===== src/rtl/conv_fifo_reader.sv =====
// Read side of the conv FIFO. Pops valid-pixel-position entries, decodes them
// into weight and membrane addresses, and presents one transaction per entry.
// Entries with an out-of-range kernel offset are dropped and counted. Every
// GROUP_SIZE consumed or dropped entries, group_done pulses.
//
// Handshake: a transaction transfers on any cycle where out_valid and
// out_ready are both 1. While out_valid=1 and out_ready=0, w_addr, w_bank and
// mem_addr hold stable. out_ready while out_valid=0 has no effect.
module conv_fifo_reader #(
  parameter int CH_I_W     = 8,
  parameter int REL_W      = 4,
  parameter int CH_O_W     = 7,
  parameter int PX_W       = 2,
  parameter int KERNEL     = 3,
  parameter int W_ADDR_W   = 12,
  parameter int GROUP_SIZE = 4,
  parameter int CNT_W      = 16,
  localparam int ENTRY_W   = CH_I_W + REL_W + CH_O_W + 2 * PX_W,
  localparam int MEM_W     = CH_O_W + 2 * PX_W
) (
  input  logic                clk,
  input  logic                rstn,
  input  logic                enable,
  input  logic [ENTRY_W-1:0]  dout,
  input  logic                empty,
  output logic                r_en,
  output logic [W_ADDR_W-1:0] w_addr,
  output logic [CH_O_W-1:0]   w_bank,
  output logic [MEM_W-1:0]    mem_addr,
  output logic                out_valid,
  input  logic                out_ready,
  output logic                group_done,
  output logic [CNT_W-1:0]    pkt_cnt,
  output logic [CNT_W-1:0]    err_cnt,
  output logic [1:0]          state_dbg
);

  localparam int REL_HALF = REL_W / 2;
  localparam int GRP_W    = (GROUP_SIZE > 1) ? $clog2(GROUP_SIZE) : 1;
  localparam logic [REL_HALF-1:0] REL_MAX  = REL_HALF'(KERNEL - 1);
  localparam logic [W_ADDR_W-1:0] K_SQ     = W_ADDR_W'(KERNEL * KERNEL);
  localparam logic [W_ADDR_W-1:0] K_SIDE   = W_ADDR_W'(KERNEL);
  localparam logic [GRP_W-1:0]    GRP_LAST = GRP_W'(GROUP_SIZE - 1);

  typedef enum logic [1:0] {
    IDLE    = 2'd0,
    RD_WAIT = 2'd1,
    OUT     = 2'd2
  } state_t;

  state_t                state_q, state_d;
  logic                  out_valid_q, out_valid_d;
  logic [W_ADDR_W-1:0]   w_addr_q, w_addr_d;
  logic [CH_O_W-1:0]     w_bank_q, w_bank_d;
  logic [MEM_W-1:0]      mem_addr_q, mem_addr_d;
  logic                  group_done_q, group_done_d;
  logic [CNT_W-1:0]      pkt_cnt_q, pkt_cnt_d;
  logic [CNT_W-1:0]      err_cnt_q, err_cnt_d;
  logic [GRP_W-1:0]      grp_cnt_q, grp_cnt_d;

  // Field split of the popped entry (valid while in RD_WAIT).
  logic [CH_I_W-1:0]   ch_i;
  logic [REL_HALF-1:0] rel_x, rel_y;
  logic [CH_O_W-1:0]   ch_o;
  logic [PX_W-1:0]     px_x, px_y;
  logic [W_ADDR_W-1:0] w_addr_calc;
  logic                malformed;
  logic                pop_ok;
  logic                grp_evt;

  assign {ch_i, rel_x, rel_y, ch_o, px_x, px_y} = dout;
  assign w_addr_calc = {{(W_ADDR_W - CH_I_W){1'b0}}, ch_i} * K_SQ
                     + {{(W_ADDR_W - REL_HALF){1'b0}}, rel_x} * K_SIDE
                     + {{(W_ADDR_W - REL_HALF){1'b0}}, rel_y};
  assign malformed   = (rel_x > REL_MAX) || (rel_y > REL_MAX);
  assign pop_ok      = rstn & enable & ~empty;

  // Next-state, pop strobe, decode and counter updates.
  always_comb begin
    state_d      = state_q;
    out_valid_d  = out_valid_q;
    w_addr_d     = w_addr_q;
    w_bank_d     = w_bank_q;
    mem_addr_d   = mem_addr_q;
    group_done_d = 1'b0;
    pkt_cnt_d    = pkt_cnt_q;
    err_cnt_d    = err_cnt_q;
    grp_cnt_d    = grp_cnt_q;
    grp_evt      = 1'b0;
    r_en         = 1'b0;
    case (state_q)
      IDLE: begin
        r_en = pop_ok;
        if (pop_ok) state_d = RD_WAIT;
      end
      RD_WAIT: begin
        grp_evt = malformed;
        if (malformed) begin
          err_cnt_d = err_cnt_q + CNT_W'(1);
          state_d   = IDLE;
        end else begin
          w_addr_d    = w_addr_calc;
          w_bank_d    = ch_o;
          mem_addr_d  = {ch_o, px_x, px_y};
          out_valid_d = 1'b1;
          state_d     = OUT;
        end
      end
      OUT: begin
        if (out_valid_q && out_ready) begin
          grp_evt     = 1'b1;
          pkt_cnt_d   = pkt_cnt_q + CNT_W'(1);
          out_valid_d = 1'b0;
          r_en        = pop_ok;
          state_d     = pop_ok ? RD_WAIT : IDLE;
        end
      end
      default: state_d = IDLE;
    endcase
    if (grp_evt) begin
      if (grp_cnt_q == GRP_LAST) begin
        grp_cnt_d    = '0;
        group_done_d = 1'b1;
      end else begin
        grp_cnt_d = grp_cnt_q + GRP_W'(1);
      end
    end
  end

  // State and registered outputs; reset discards any popped entry.
  always_ff @(posedge clk) begin
    if (!rstn) begin
      state_q      <= IDLE;
      out_valid_q  <= 1'b0;
      w_addr_q     <= '0;
      w_bank_q     <= '0;
      mem_addr_q   <= '0;
      group_done_q <= 1'b0;
      pkt_cnt_q    <= '0;
      err_cnt_q    <= '0;
      grp_cnt_q    <= '0;
    end else begin
      state_q      <= state_d;
      out_valid_q  <= out_valid_d;
      w_addr_q     <= w_addr_d;
      w_bank_q     <= w_bank_d;
      mem_addr_q   <= mem_addr_d;
      group_done_q <= group_done_d;
      pkt_cnt_q    <= pkt_cnt_d;
      err_cnt_q    <= err_cnt_d;
      grp_cnt_q    <= grp_cnt_d;
    end
  end

  assign w_addr     = w_addr_q;
  assign w_bank     = w_bank_q;
  assign mem_addr   = mem_addr_q;
  assign out_valid  = out_valid_q;
  assign group_done = group_done_q;
  assign pkt_cnt    = pkt_cnt_q;
  assign err_cnt    = err_cnt_q;
  assign state_dbg  = state_q;

endmodule


===== config.mk =====
export PLATFORM = sky130hd
export DESIGN_NAME = conv_fifo_reader
export DESIGN_NICKNAME = d
export VERILOG_FILES = /design/src/rtl/conv_fifo_reader.sv
export SDC_FILE = /design/constraint.sdc
export NUM_CORES = 1
export LEC_CHECK = 0
export ABC_CLOCK_PERIOD_IN_PS = 2650
export BUFFER_PORTS_ARGS = -buffer_cell sky130_fd_sc_hd__buf_4
export CAP_MARGIN = 25
export CORE_MARGIN = 3
export CORE_UTILIZATION = 47
export CTS_CLUSTER_DIAMETER = 30
export DETAILED_ROUTE_END_ITERATION = 7
export PLACE_DENSITY = 0.79
export SYNTH_ARGS = -nofsm -noshare
export SYNTH_HDL_FRONTEND = slang
export SYNTH_SLANG_ARGS = --single-unit

===== constraint.sdc =====
create_clock -name clk -period 2.65 [get_ports clk]
set_input_delay 0.1325 -clock clk [delete_from_list [all_inputs] [get_ports clk]]
set_output_delay 0.1325 -clock clk [all_outputs]
set_load 0.01 [all_outputs]

# Word-level counts from Yosys, hierarchy flattened
# Index checks and enable logic that the tools add are counted.
[word_totals]
register_bits = 68
latchBits = 0
ramBits = 0
mem_bits_ro = 0
in_bits = 28
word_cells = 52
memories = 0
[op_classes]
add_sub_neg = 5
n_mul = 2
n_div = 0
n_lt_le_gt_ge = 2
eq_ne = 6
n_shift = 0
n_mux = 14
bitwise = 4
reduce_logical = 10
[op_table]
columns = ["operator", "count"]
rows = [
  ["$add 16x1->16 const B", 2],
  ["$add 12x2->12", 1],
  ["$add 12x4->12", 1],
  ["$mul 8x4->12 const B", 1],
  ["$reduce_and 2->1", 5],
  ["$mux 2", 4],
  ["$mux 1", 6],
  ["$ne 2x2->1 const B", 3],
  ["$pmux 1 s2", 3],
  ["$pmux 2 s3", 1],
  ["$eq 2x2->1 const B", 2],
  ["$gt 2x2->1 const B", 2],
  ["$mul 2x2->4 const B", 1],
  ["$reduce_and 3->1", 1],
  ["$add 2x1->2 const B", 1],
  ["$and 1x1->1", 2],
  ["$eq 2x1->1 const B", 1],
  ["$logic_not 2->1", 1],
  ["$not 1->1", 2],
  ["$reduce_bool 2->1", 1],
  ["$logic_and 1x1->1", 1],
  ["$logic_or 1x1->1", 1],
]

# Longest topological paths before layout
[logic_depth]
ltp_word = 5
depth_mapped = 13
ltp_nobuf = 13

# Worst setup path before layout
# OpenSTA, ideal clock, no wires.
[synth_timing]
path_kind = "in2reg"
from = "in dout[13]"
to = "reg w_addr_q[10] (netlist: w_addr[10])"
arrival_time_ps = 2690
required_ps = 2571
slack_ps = -119
path_stages = 12
cell_sequence = "inv_1 > ha_1 > ha_1 > inv_1 > fa_1 > inv_1 > ha_1 > fa_1 > a211oi_1 > o21ai_0 > a2111o_1 > o211ai_1"
[synth_between]
elab_chain_len = 4
[synth_lines]
columns = ["element", "line_no", "rtl"]
rows = [
  ["start, declared", "24", "input logic [ENTRY_W-1:0] dout,"],
  ["branches (longest 4 deep; another with $add 12x4->12)", "n/a", ""],
  ["end signal, assigned", "145", "w_addr_q <= w_addr_d;"],
  ["end, declared", "53", "logic [W_ADDR_W-1:0] w_addr_q, w_addr_d;"],
]
# Several ways; the timed one is not identified.
# A chain may end at the register's enable or synchronous reset.

# Worst setup path after layout
# Same ends and word-level chain as after synthesis.

==> metrics.yaml <==
yosys-top-cells-area: "dfxtp_1 (36%), ha_1 (13%), nand2_1 (5.9%), a21oi_1 (4.8%), nor2_1 (3.1%)"
synth_fa_ha_area_frac: 0.145
p_per_area_nw_per_um2: 504
cts_sinks: 61
ant_nets: 0
ys_types: 49
syn_to_final_growth_pct: 30.4
vias: 3099
viasPerCell: 5.28
syn_area_um2: 3350
clk_path_buf_depth: 2
synth_top_family_by_area: "simple AND/OR/NAND/NOR gates"
synth-xor-area-share: 0.0496
final.min_clock_period_ns: 2.49
core_um2: 6870
synth-edff-count: 0
htree_levels: 3
start_util: 0.488
post-cts-setup-buffer-count: 0
post_cts_resized: 0
cp-start-kind: "primary input"
path_cells: "buf_4, inv_1, ha_1, ha_1, inv_1, fa_1, inv_1, ha_2, fa_2, a211oi_2, o21ai_1, a2111o_1, o211ai_1"
ff2ff_path_depth: 6
cts_buffers: 9
drc: 0
syn_avg_cell_area_um2: 8.54
use_met3: 0.0542
die_x_um: 90.5
place.gp.congestion: 0.812
yosysMostFrequentCell: "dfxtp_1"
root_buffer: "clkbuf_8"
setup_viol: 0
cp-end-kind: "register"
crit_required_ns: 2.90
cellLeakagePower_nw: 1.86
nNetsFinal: 551
synth-simple-area-share: 0.220
chipHeight_um: 90.5
layoutNonFillerInstCount: 587
diodes: 0
synth.ff_latch_count: 61
syn_nets: 458
synth_top_cell_area_share: 0.364
routed_wl_mm: 7.84
dp_cells: 571
synth_mux_area_frac: 0.0179
finish.instance_area_um2: 4380
clk_pin_slew_ns: 0.07
tns_ns: 0
async_flop_share: 0
slowest_delay_ns: 0.53
holdPathStages: 3
wl_per_cell_um: 13.4
cp.depth: 13
post-route-period-util: 0.939
yosysWarnings: 0
die_area_um2: 8190
num_io_pins: 95
core.rowCount: 30
yosysSeqAreaShare: 0.364
maxCapViolCount: 0
cts_tree: "done"
rsz0062_at_grt: "false"
crit_buf_inv: 4
timing.fmax_ghz: 0.402
grt_use_met1: 0.232
antenna_found_initial: 0
grt-ovfl-total: 0
arrival_ns: 2.73
outcome: "finished clean"
crit_path_frequent_cell: "inv_1"
path_max_fanout: 2
dp_hpwl_mm: 5.97
drv_slew: 0
met2_usage: 0.319
grt_pass1_wl_mm: 13.2
grtUsageTotal: 0.191
skew_ns: 0.00792
drt_iter0_markers: 92
peakVddDrop_mv: 0.323
dpl_cell_area_um2: 4150
first_pass_iters: 4
cts_hold_buf: 0
syn_inst: 393
synthFlopType: "dfxtp_1"
worst-setup-path-type: "primary input to register"
netlist_top_cells_count: "dfxtp_1 (61), nand2_1 (53), ha_1 (34)"
grt_max_degree: 24
cp_slowest_cell: "fa_1"
yosysTopAreaCell: "dfxtp_1"
slew_headroom: 0.608
cp_top_family: "adder cells"
synth_compound_area_frac: 0.142
port_buffers: 94
hold_viol: 0
worst_pin_slew_ns: 0.588
grt_most_used_layer: "met2"
grt_pass1_vias: 2931
drive_above_1_share: 0.265
min_path_type: "primary input to register"
clock_latency_ns: 0.33
[flip-flops by register name, summed over array words and instances, names as in the netlist]
register and cells:
err_cnt 16, pkt_cnt 16, w_addr 12, w_bank 7, mem_addr 4, grp_cnt_q 2
state_dbg 2, group_done 1, out_valid 1
[layout make-up]
class                      count  area, µm²
fill                         591       2490
tap                           96        120
clock buffer                  12        155
multi-input combinational    287       1940
inverter                      22       82.6
clock inverter                 4       70.1
sequential                    61       1220
timing repair buffer         105        788
[path summary, 6_finish.rpt]
check,from,endpoint,slack [ns]
max,dout[13],w_addr[10],0.16
min,dout[6],w_bank[2],0.05
min reg2reg,mem_addr[2],mem_addr[2],0.46
max reg2reg,state_dbg[0],pkt_cnt[13],0.66
[layout by cell type, fill, tap and decap left out, drive strengths merged, types with 2 or more instances in the layout]
master and count:
nand2b 5, o41ai 2, xor2 9, or4 5, a211oi 5, xnor2 10, buf 105, mux2i 6
clkinv 3, nand3b 4, and3 3, nand2 53, a211o 2, bufinv 2, and2 2, a22oi 2
a21oi 32, clkbuf 12, o211ai 6, o311ai 3, inv 21, o31ai 3, fa 3, o21ai 11
nand3 12, or3 5, a21o 2, nor3 8, nor2 28, nor4 5, a2111o 2, ha 34
dfxtp 61, or2 4, nand4 12, and4 2
[layer usage]
metal  vias to the layer above  share of wire
met5                         -              0
met4                         0          0.025
li1                       1566              -
met3                        21          0.051
met2                        93           0.48
met1                      1419           0.45
[worst register-to-register path, stage by stage, from the launching register on]
cell,delay (ns)
dfxtp_1,0.34
inv_1,0.11
ha_1,0.24
nand4_1,0.33
nor3_1,0.39
nor3b_1,0.29
mux2i_1,0.20
[cells by family after synthesis]
family | after synthesis
AO/OA/AOI/OAI | 75
adder cells (fa/ha/maj) | 37
flip-flops | 61
multiplexers | 6
buffers and inverters | 45
AND/OR/NAND/NOR | 150
XOR/XNOR | 19
[per-stage QoR]
step / setup slack, ns / total power [mW] / utilization / hold slack, ns
after floorplan: 0.0298 / 1.17 / - / 0.268
after global placement: -0.122 / 1.28 / 0.604 / 0.381
after detailed placement: -0.196 / 1.29 / 0.604 / 0.393
after CTS: 0.133 / 2.22 / 0.637 / 0.0344
after global routing: 0.0144 / 2.31 / 0.637 / 0.0426
final: 0.161 / 2.21 / 0.637 / 0.0501
[report_power, final]
part | switching (mW) | internal (mW)
Combinational | 0.181 | 0.157
Sequential | 0.00928 | 0.930
Clock | 0.350 | 0.578
Total | 0.540 | 1.66
Note: power is estimated with default switching activity, not from simulation.
